File: config.mk
export PLATFORM = sky130hd
export DESIGN_NAME = ifu_req_tracker
export DESIGN_NICKNAME = d
export VERILOG_FILES = /design/src/rtl/ifu_req_tracker.sv
export SDC_FILE = /design/constraint.sdc
export NUM_CORES = 1
export LEC_CHECK = 0
export BUFFER_PORTS_ARGS = -buffer_cell sky130_fd_sc_hd__buf_4
export CAP_MARGIN = 20
export CORE_ASPECT_RATIO = 1.5
export CORE_MARGIN = 2
export CORE_UTILIZATION = 59
export CTS_BUF_LIST = sky130_fd_sc_hd__clkbuf_4
export DETAILED_ROUTE_END_ITERATION = 10
export GPL_TIMING_DRIVEN = 0
export PLACE_DENSITY = 0.87
export SETUP_SLACK_MARGIN = 0.5
export SYNTH_ARGS = -nofsm -noshare
export SYNTH_HDL_FRONTEND = slang
export SYNTH_SLANG_ARGS = --single-unit
File: constraint.sdc
create_clock -name clk -period 2.79 [get_ports clk]
set_input_delay 0.558 -clock clk [delete_from_list [all_inputs] [get_ports clk]]
set_output_delay 0.558 -clock clk [all_outputs]
set_load 0.02 [all_outputs]
File: src/rtl/ifu_req_tracker.sv
// rtl/ifu_req_tracker.sv - outstanding fetch tracker with PC FIFO and stale-response masking
module ifu_req_tracker #(
   parameter  int MAX_OUTSTANDING = 4,
   parameter  int PC_W            = 32,
   parameter  int DROP_CNT_W      = 16,
   localparam int CNT_W           = $clog2(MAX_OUTSTANDING + 1)
) (
   input  logic                  clk,
   input  logic                  rst,
   input  logic                  pc_req_vld,
   input  logic                  pc_req_rdy_i,
   output logic                  pc_req_rdy_o,
   input  logic [PC_W-1:0]       pc_req_pc,
   input  logic                  pc_rsp_vld_i,
   output logic                  pc_rsp_rdy_i,
   output logic                  pc_rsp_vld_o,
   input  logic                  pc_rsp_rdy_o,
   output logic [PC_W-1:0]       pc_rsp_pc,
   input  logic                  bpu_redirect,
   input  logic                  exu_flush,
   output logic [CNT_W-1:0]      outstanding,
   output logic                  flush_busy,
   output logic [DROP_CNT_W-1:0] drop_cnt,
   output logic                  proto_err
);

   // A single-entry FIFO still needs a one-bit pointer that simply stays at zero.
   localparam int               PTR_W    = (MAX_OUTSTANDING > 1) ? $clog2(MAX_OUTSTANDING) : 1;
   localparam logic [CNT_W-1:0] MAX_CNT  = CNT_W'(MAX_OUTSTANDING);
   localparam logic [CNT_W-1:0] CNT_ONE  = CNT_W'(1);
   localparam logic [PTR_W-1:0] PTR_LAST = PTR_W'(MAX_OUTSTANDING - 1);
   localparam logic [PTR_W-1:0] PTR_ONE  = PTR_W'(1);

   logic [CNT_W-1:0]      out_q, out_d;
   logic [CNT_W-1:0]      abandon_q, abandon_d;
   logic [PTR_W-1:0]      rd_ptr_q, rd_ptr_d;
   logic [PTR_W-1:0]      wr_ptr_q, wr_ptr_d;
   logic [DROP_CNT_W-1:0] drop_q, drop_d;
   logic                  proto_q, proto_d;
   logic [PC_W-1:0]       pc_mem_q [MAX_OUTSTANDING];

   logic empty;
   logic stale;
   logic req_hs;
   logic rsp_hs;
   logic dlv_hs;
   logic pop;

   // Pointers wrap at the FIFO depth, which need not be a power of two.
   function automatic logic [PTR_W-1:0] next_ptr(input logic [PTR_W-1:0] p);
      next_ptr = (p == PTR_LAST) ? '0 : p + PTR_ONE;
   endfunction

   assign empty  = (out_q == '0);
   // Abandoned entries are always the oldest, so the head response is stale
   // whenever anything is still abandoned; an empty tracker has no owner for it.
   assign stale  = (abandon_q != '0) | empty;

   // Throttle on the registered count only, keeping response timing off this path.
   assign pc_req_rdy_o = pc_req_rdy_i & (out_q < MAX_CNT);
   assign pc_rsp_rdy_i = stale | pc_rsp_rdy_o;
   assign pc_rsp_vld_o = ~stale & pc_rsp_vld_i;
   assign pc_rsp_pc    = empty ? '0 : pc_mem_q[rd_ptr_q];

   assign req_hs = pc_req_vld & pc_req_rdy_o;
   assign rsp_hs = pc_rsp_vld_i & pc_rsp_rdy_i;
   assign dlv_hs = pc_rsp_vld_o & pc_rsp_rdy_o;
   assign pop    = rsp_hs & ~empty;

   assign outstanding = out_q;
   assign flush_busy  = (abandon_q != '0);
   assign drop_cnt    = drop_q;
   assign proto_err   = proto_q;

   // Occupancy and FIFO pointer next state; a push and pop together cancel out.
   always_comb begin
      out_d    = out_q;
      rd_ptr_d = rd_ptr_q;
      wr_ptr_d = wr_ptr_q;
      if (req_hs && !pop) begin
         out_d = out_q + CNT_ONE;
      end else if (!req_hs && pop) begin
         out_d = out_q - CNT_ONE;
      end
      if (req_hs) begin
         wr_ptr_d = next_ptr(wr_ptr_q);
      end
      if (pop) begin
         rd_ptr_d = next_ptr(rd_ptr_q);
      end
   end

   // Abandon count: a flush condemns everything still in flight after this
   // cycle's pop, a taken redirect condemns everything behind the delivered
   // response, and otherwise each sunk response retires one abandoned entry.
   // Requests accepted in the same cycle belong to the new path and are excluded.
   always_comb begin
      abandon_d = abandon_q;
      if (exu_flush) begin
         abandon_d = pop ? (out_q - CNT_ONE) : out_q;
      end else if (bpu_redirect && dlv_hs) begin
         abandon_d = out_q - CNT_ONE;
      end else if (rsp_hs && (abandon_q != '0)) begin
         abandon_d = abandon_q - CNT_ONE;
      end
   end

   // Saturating drop statistics and the sticky protocol error flag.
   always_comb begin
      drop_d  = drop_q;
      proto_d = proto_q | (pc_rsp_vld_i & empty);
      if (rsp_hs && stale && (drop_q != '1)) begin
         drop_d = drop_q + DROP_CNT_W'(1);
      end
   end

   // Control state, discarded immediately on reset.
   always_ff @(posedge clk or posedge rst) begin
      if (rst) begin
         out_q     <= '0;
         abandon_q <= '0;
         rd_ptr_q  <= '0;
         wr_ptr_q  <= '0;
         drop_q    <= '0;
         proto_q   <= 1'b0;
      end else begin
         out_q     <= out_d;
         abandon_q <= abandon_d;
         rd_ptr_q  <= rd_ptr_d;
         wr_ptr_q  <= wr_ptr_d;
         drop_q    <= drop_d;
         proto_q   <= proto_d;
      end
   end

   // PC storage needs no reset: entries are only read while the count covers them.
   always_ff @(posedge clk) begin
      if (req_hs) begin
         pc_mem_q[wr_ptr_q] <= pc_req_pc;
      end
   end

endmodule
---- Yosys cells after proc, flatten, opt, wreduce, memory -nomap -nowiden ----
Memories as Yosys holds them, arrays and structs flattened.
Cells that the tools add are included.
storage, ports and cells
  register bits ........................... 27
  bits in writable memories ............... 128
  input port bits ......................... 40
  word-level logic and storage cells ...... 52
  memories kept ........................... 1
operators by class
  add/subtract/negate cells ............... 6
  order comparisons ....................... 1
  equal/unequal tests ..................... 3
  mux-type cells .......................... 11
  bitwise logic cells ..................... 12
  reductions and logical operators ........ 12
memories
  name      words  bits a word  read ports  clocked after Yosys merged registers in  wr ports  RTL line  RTL
  pc_mem_q  4      32           1           0                                        1         40        logic [PC_W-1:0] pc_mem_q [MAX_OUTSTANDING];
operator list
  kind                                                                number
  32-bit 2-to-1 mux                                                   1
  3-bit 2-to-1 mux                                                    6
  16-bit by 1-bit adder with 16-bit output, second input constant     1
  16-bit != test, second input constant                               1
  1-bit bitwise AND                                                   7
  1-bit logical AND                                                   6
  3-bit nonzero test                                                  2
  3-bit by 1-bit subtractor with 3-bit output, second input constant  2
  2-bit by 1-bit adder with 2-bit output, second input constant       2
  2-bit == test, second input constant                                2
  2-bit 2-to-1 mux                                                    2
  3-bit by 1-bit adder with 3-bit output, second input constant       1
  3-bit zero test                                                     1
  3-bit < comparator, second input constant                           1
  1-bit OR                                                            3
  1-bit zero test                                                     2
  1-bit 2-to-1 mux                                                    2
  1-bit inverter                                                      2
  2-bit nonzero test                                                  1

---- Depth between registers and ports, before layout ----
  depth after elaboration ................. 8
  gate-level depth with buffers ........... 9
  gate-level depth less buffers ........... 8

---- Least setup slack after synthesis ----
Ideal clock, no wire load.
  path kind ............................... flip-flop to flip-flop
  start point ............................. register out_q[2], in the netlist outstanding[2]
  end point ............................... memory pc_mem_q[2][0] (enable)
  arrival ................................. 1.969 ns
  required time ........................... 2.398 ns
  path slack .............................. 0.429 ns
  stages on the path, launching flop included .. 4
  path buffers ............................ 1
  clock period less this slack ............ 2.361 ns
  cells stage by stage .................... dfrtp_1 -> buf_6 -> nor2b_1 -> and3_1
on the way
  word-level cells in the longest chain between the ends .. 5
RTL lines
  item                                    RTL line  RTL
  start, declared                         34        logic [CNT_W-1:0] out_q, out_d;
  start signal, assigned                  127       out_q <= out_d;
  3-bit < comparator                      60        assign pc_req_rdy_o = pc_req_rdy_i & (out_q < MAX_CNT);
  1-bit bitwise AND                       60
  via pc_req_rdy_o                        12        output logic pc_req_rdy_o,
  1-bit bitwise AND                       65        assign req_hs = pc_req_vld & pc_req_rdy_o;
  1-bit 2-to-1 mux                        138       if (req_hs) begin
  1-bit 2-to-1 mux (implied by the code)  139       pc_mem_q[wr_ptr_q] <= pc_req_pc;
  end, declared                           40
The timed path passes the listed nets, and every way through them passes these cells.

---- Worst setup path after layout ----
  start point ............................. register rd_ptr_q[0]
  end point ............................... output port pc_rsp_pc[17]
on the way
  word-level cells in the longest chain between the ends .. 2
RTL lines
  item                    RTL line  RTL
  start, declared         36        logic [PTR_W-1:0] rd_ptr_q, rd_ptr_d;
  start signal, assigned  129       rd_ptr_q <= rd_ptr_d;
  memory read 4 x 32 bit  n/a
  32-bit 2-to-1 mux       63        assign pc_rsp_pc = empty ? '0 : pc_mem_q[rd_ptr_q];
  end, declared           18        output logic [PC_W-1:0] pc_rsp_pc,
No other way between the ends.

==> metrics.md <==
| Metric | Value |
|---|---|
| TritonCTS clock tree | done |
| Rows | 46 |
| Vias in the first global route | 3806 |
| Via density | 5.62 |
| P_sw | 2.72 mW |
| Asr flop ratio synth | 17.4% |
| CP arrival | 2.05 ns |
| Yosys reg bits | 155 |
| Antenna Violating Nets Remaining | 0 |
| Crit path buf inv count | 3 |
| Worst Skew | 0.0111 ns |
| CP Launch Point | rd_ptr_q[0] |
| RSZ-0062 raised after global routing | true |
| DRC viols | 0 |
| Worst-Skew Late Latency | 0.52 ns |
| Post-Route WL | 12.0 mm |
| CP Launch Type | flop |
| H-tree Lvls | 4 |
| Die ar. | 0.0118 mm^2 |
| Pwr Total | 7.75 mW |
| CP Capture Type | primary output |
| Die height | 132 um |
| Clk pin slew, worst setup/hold paths | 0.14 ns |
| IO Pins | 96 |
| Final period util | 93.5% |
| Initial antenna violation count | 1 |
| Pleak | 2.99 nW |
| Global-route usage over all layers | 21.8% |
| CTS sink cnt | 155 |
| Via count | 3640 |
| First-pass GRT wire length | 18.8 mm |
| Combinational cell fraction of total power | 45.3% |
| Max capacitance violation total | 0 |
| Final Net Count | 542 |
| Synth unique cells | 45 |
| Final setup fails | 0 |
| Seq pwr share | 37.8% |
| Sequential share of the synthesized area | 70.1% |
| Syn_area_per_cell | 17.9 um^2 |
| Num CTS Buffers | 17 |
| Post-route cell area | 0.00792 mm^2 |
| Sw Ratio | 35.1% |
| Cell breakdown of the critical path | buf_6 -> buf_12 -> mux4_2 -> and2_1 -> buf_4 |
| CP peak stage delay | 0.50 ns |
| Critical Path RT | 2.23 ns |
| Share of post-route cells with drive strength above 1 | 42.9% |
| Fin crit period | 2.61 ns |
| Final Slew Violations | 0 |
| Synth top area cells | edfxtp_1 60%, mux4_2 11%, dfrtp_1 10%, and2_1 3.1%, ha_1 2.3% |
| Area Overhead vs Synth | 22.8% |
| Setup TNS | 0 ns |
| Post-synth EDFFs | 128 |
| Family with the most delay on the worst path | multiplexers |
| Dpl cells | 598 |
| Post-Syn Nets | 412 |
| Pin count of the biggest net entering global routing | 33 |
| Synth area leader | edfxtp_1 |
| HP Start | pc_req_pc[17] |
| Post-synth top flop | edfxtp_1 |
| Reg-to-Reg Start | abandon_q[0] |
| Slowest stage cell, crit path | mux4_2 |
| Clock root cell | clkbuf_4 |
| Chip Width | 89.4 um |
| Placed cell area | 0.00734 mm^2 |
| I/O Buffers | 94 |
| Clock share of power | 17.0% |
| Crit Path Class | flop to primary output |
| Status | finished, final reports clean |
| Fmax | 383 MHz |
| Core box area | 0.0106 mm^2 |
| Post-Syn Area | 0.00645 mm^2 |
| Initial Utilization | 60.9% |
| First-pass iteration count of the detailed router | 4 |
| Final HPWL DP | 7.81 mm |
| Final non-filler cell total | 648 |
| PD cells | 979 mW/mm^2 |
| DR iter-0 viols | 234 |
| GP Congestion | 0.874 |
| Ys Warns | 0 |
| Rel. slew slack | 43.3% |
| Cell Int Power | 5.03 mW |
| Top-area cell type share of the netlist area | 59.6% |
| VDD IR max | 0.000550 V |
| Cells after Synth | 360 |
| Crit path max fanout | 10 |
| Hold Path Class | input pin to flop |
| Overflow after GRT | 0 |
| Final hold viol count | 0 |
| Wire per inst | 18.5 um |
| Actual slew at the worst max-slew pin | 0.851 ns |
| Maximum root-to-sink buffer count | 2 |
cells by family (layout without fill, tap and decap cells):
kind of cell / Yosys count / in the layout / synth area share (%)
DFF: 155 / 155 / 70.1
and+or+nand+nor: 83 / 83 / 7.72
muxes: 40 / 40 / 12.6
buffers and inverters: 27 / 170 / 1.84
AOI/OAI and AO/OA: 23 / 23 / 2.70
xor gates and xnor gates: 20 / 20 / 2.72
adders and majority gates: 12 / 12 / 2.33
other: 0 / 1 / 0
metal layers:
| layer | track usage, % | vias up | part of all wire (%) |
|---|---|---|---|
| li1 | - | 1664 | - |
| met5 | 0 | - | 0 |
| met3 | 4.45 | 15 | 4.7 |
| met4 | 8.87 | 0 | 1.7 |
| met2 | 38.7 | 126 | 57 |
| met1 | 25.1 | 1835 | 37 |
power groups by stage:
| stage | sequential (mW) | clock [mW] | combinational (mW) |
|---|---|---|---|
| 6_report | 2.93 | 1.32 | 3.51 |
| 5_1_grt | 2.96 | 1.43 | 3.75 |
| 4_1_cts | 2.93 | 1.35 | 3.42 |
| 3_5_place_dp | 2.99 | 0 | 3.09 |
| 3_3_place_gp | 2.96 | 0 | 3.02 |
| 2_1_floorplan | 3.02 | 0 | 1.95 |
placed cells by master, fill, tap and decap left out, types with 4 or more instances in the layout:
| cell type | n |
|---|---|
| nand3_1 | 5 |
| edfxtp_1 | 128 |
| inv_6 | 7 |
| nor2_1 | 7 |
| mux2_2 | 5 |
| clkbuf_4 | 21 |
| dfrtp_1 | 26 |
| nand2_1 | 7 |
| mux4_2 | 32 |
| and3_2 | 4 |
| ha_1 | 10 |
| inv_1 | 8 |
| nor3_1 | 4 |
| a211oi_1 | 5 |
| inv_2 | 4 |
| buf_4 | 109 |
| nor4_1 | 6 |
| xor2_1 | 13 |
| buf_6 | 4 |
| xnor2_1 | 7 |
| o21ai_0 | 4 |
| and2_1 | 31 |
stage by stage:
step / setup WS (ns) / hold WS, ns / utilization (%)
after global routing: 0.0557 / 0.173 / 74.8
final: 0.181 / 0.226 / 74.8
after detailed placement: 0.313 / 0.454 / 69.3
after floorplan: 0.652 / 0.566 / -
after global placement: 0.335 / 0.443 / 69.3
after CTS: 0.123 / 0.170 / 73.7
registers in the layout, indices dropped and copies added (netlist names):
signal       cells
pc_mem_q       128
outstanding      3
drop_cnt        16
rd_ptr_q         2
abandon_q        3
wr_ptr_q         2
proto_err        1
worst paths after layout:
path	end	slack (ns)	cells past startpoint
worst max register to register	outstanding[2]	0.67	10
worst min register to register	proto_err	0.49	1
worst max-delay path	pc_rsp_pc[17]	0.18	5
worst min-delay path	pc_mem_q[2][17]	0.23	1
max in group asynchronous	rd_ptr_q[0]	1.81	4
min in group asynchronous	abandon_q[1]	0.55	3
layout make-up:
class,count,area (um^2)
Antenna cell,1,2.50
Buffer,15,169
Clock buffer,17,128
Clock inverter,15,151
Fill cell,646,2670
Inverter,12,45.0
Multi-Input combinational cell,178,1860
Sequential cell,155,4520
Tap cell,144,180
Timing Repair Buffer,111,860
what timing repair did:
item	in CTS	in global routing
cloned	1	0
setup endpoints to repair	34	35
pin swaps	0	1
hold buffers	0	1
resized for setup	41	8
hold endpoints to repair	0	5
buffers inserted	9	5
worst register-to-register path, stage by stage (launching register included):
cell and delay, ns:
dfrtp_1 0.41, inv_2 0.09, ha_4 0.14, nand2b_4 0.05, buf_6 0.11, buf_4 0.16, o211ai_2 0.36, ha_1 0.29
mux2i_1 0.22, nor2_1 0.07, xor2_1 0.13
cell usage after synthesis (2+ instances only):
library cell,number
ha_1,12
a21o_1,2
o21ai_0,4
and3_1,4
mux4_2,32
buf_2,5
or2_2,2
a211oi_1,5
nand3_1,5
o211ai_1,3
nor3_1,4
nand2_1,8
nor4_1,6
nor2_1,7
xnor2_1,7
mux2i_1,2
nand2b_1,2
clkbuf_1,8
xor2_1,13
nand4_1,3
a21oi_1,2
mux2_2,5
inv_1,12
and2_1,32
edfxtp_1,128
dfrtp_1,27
and4_1,2
No activity file was read; power rests on OpenSTA's default activity.
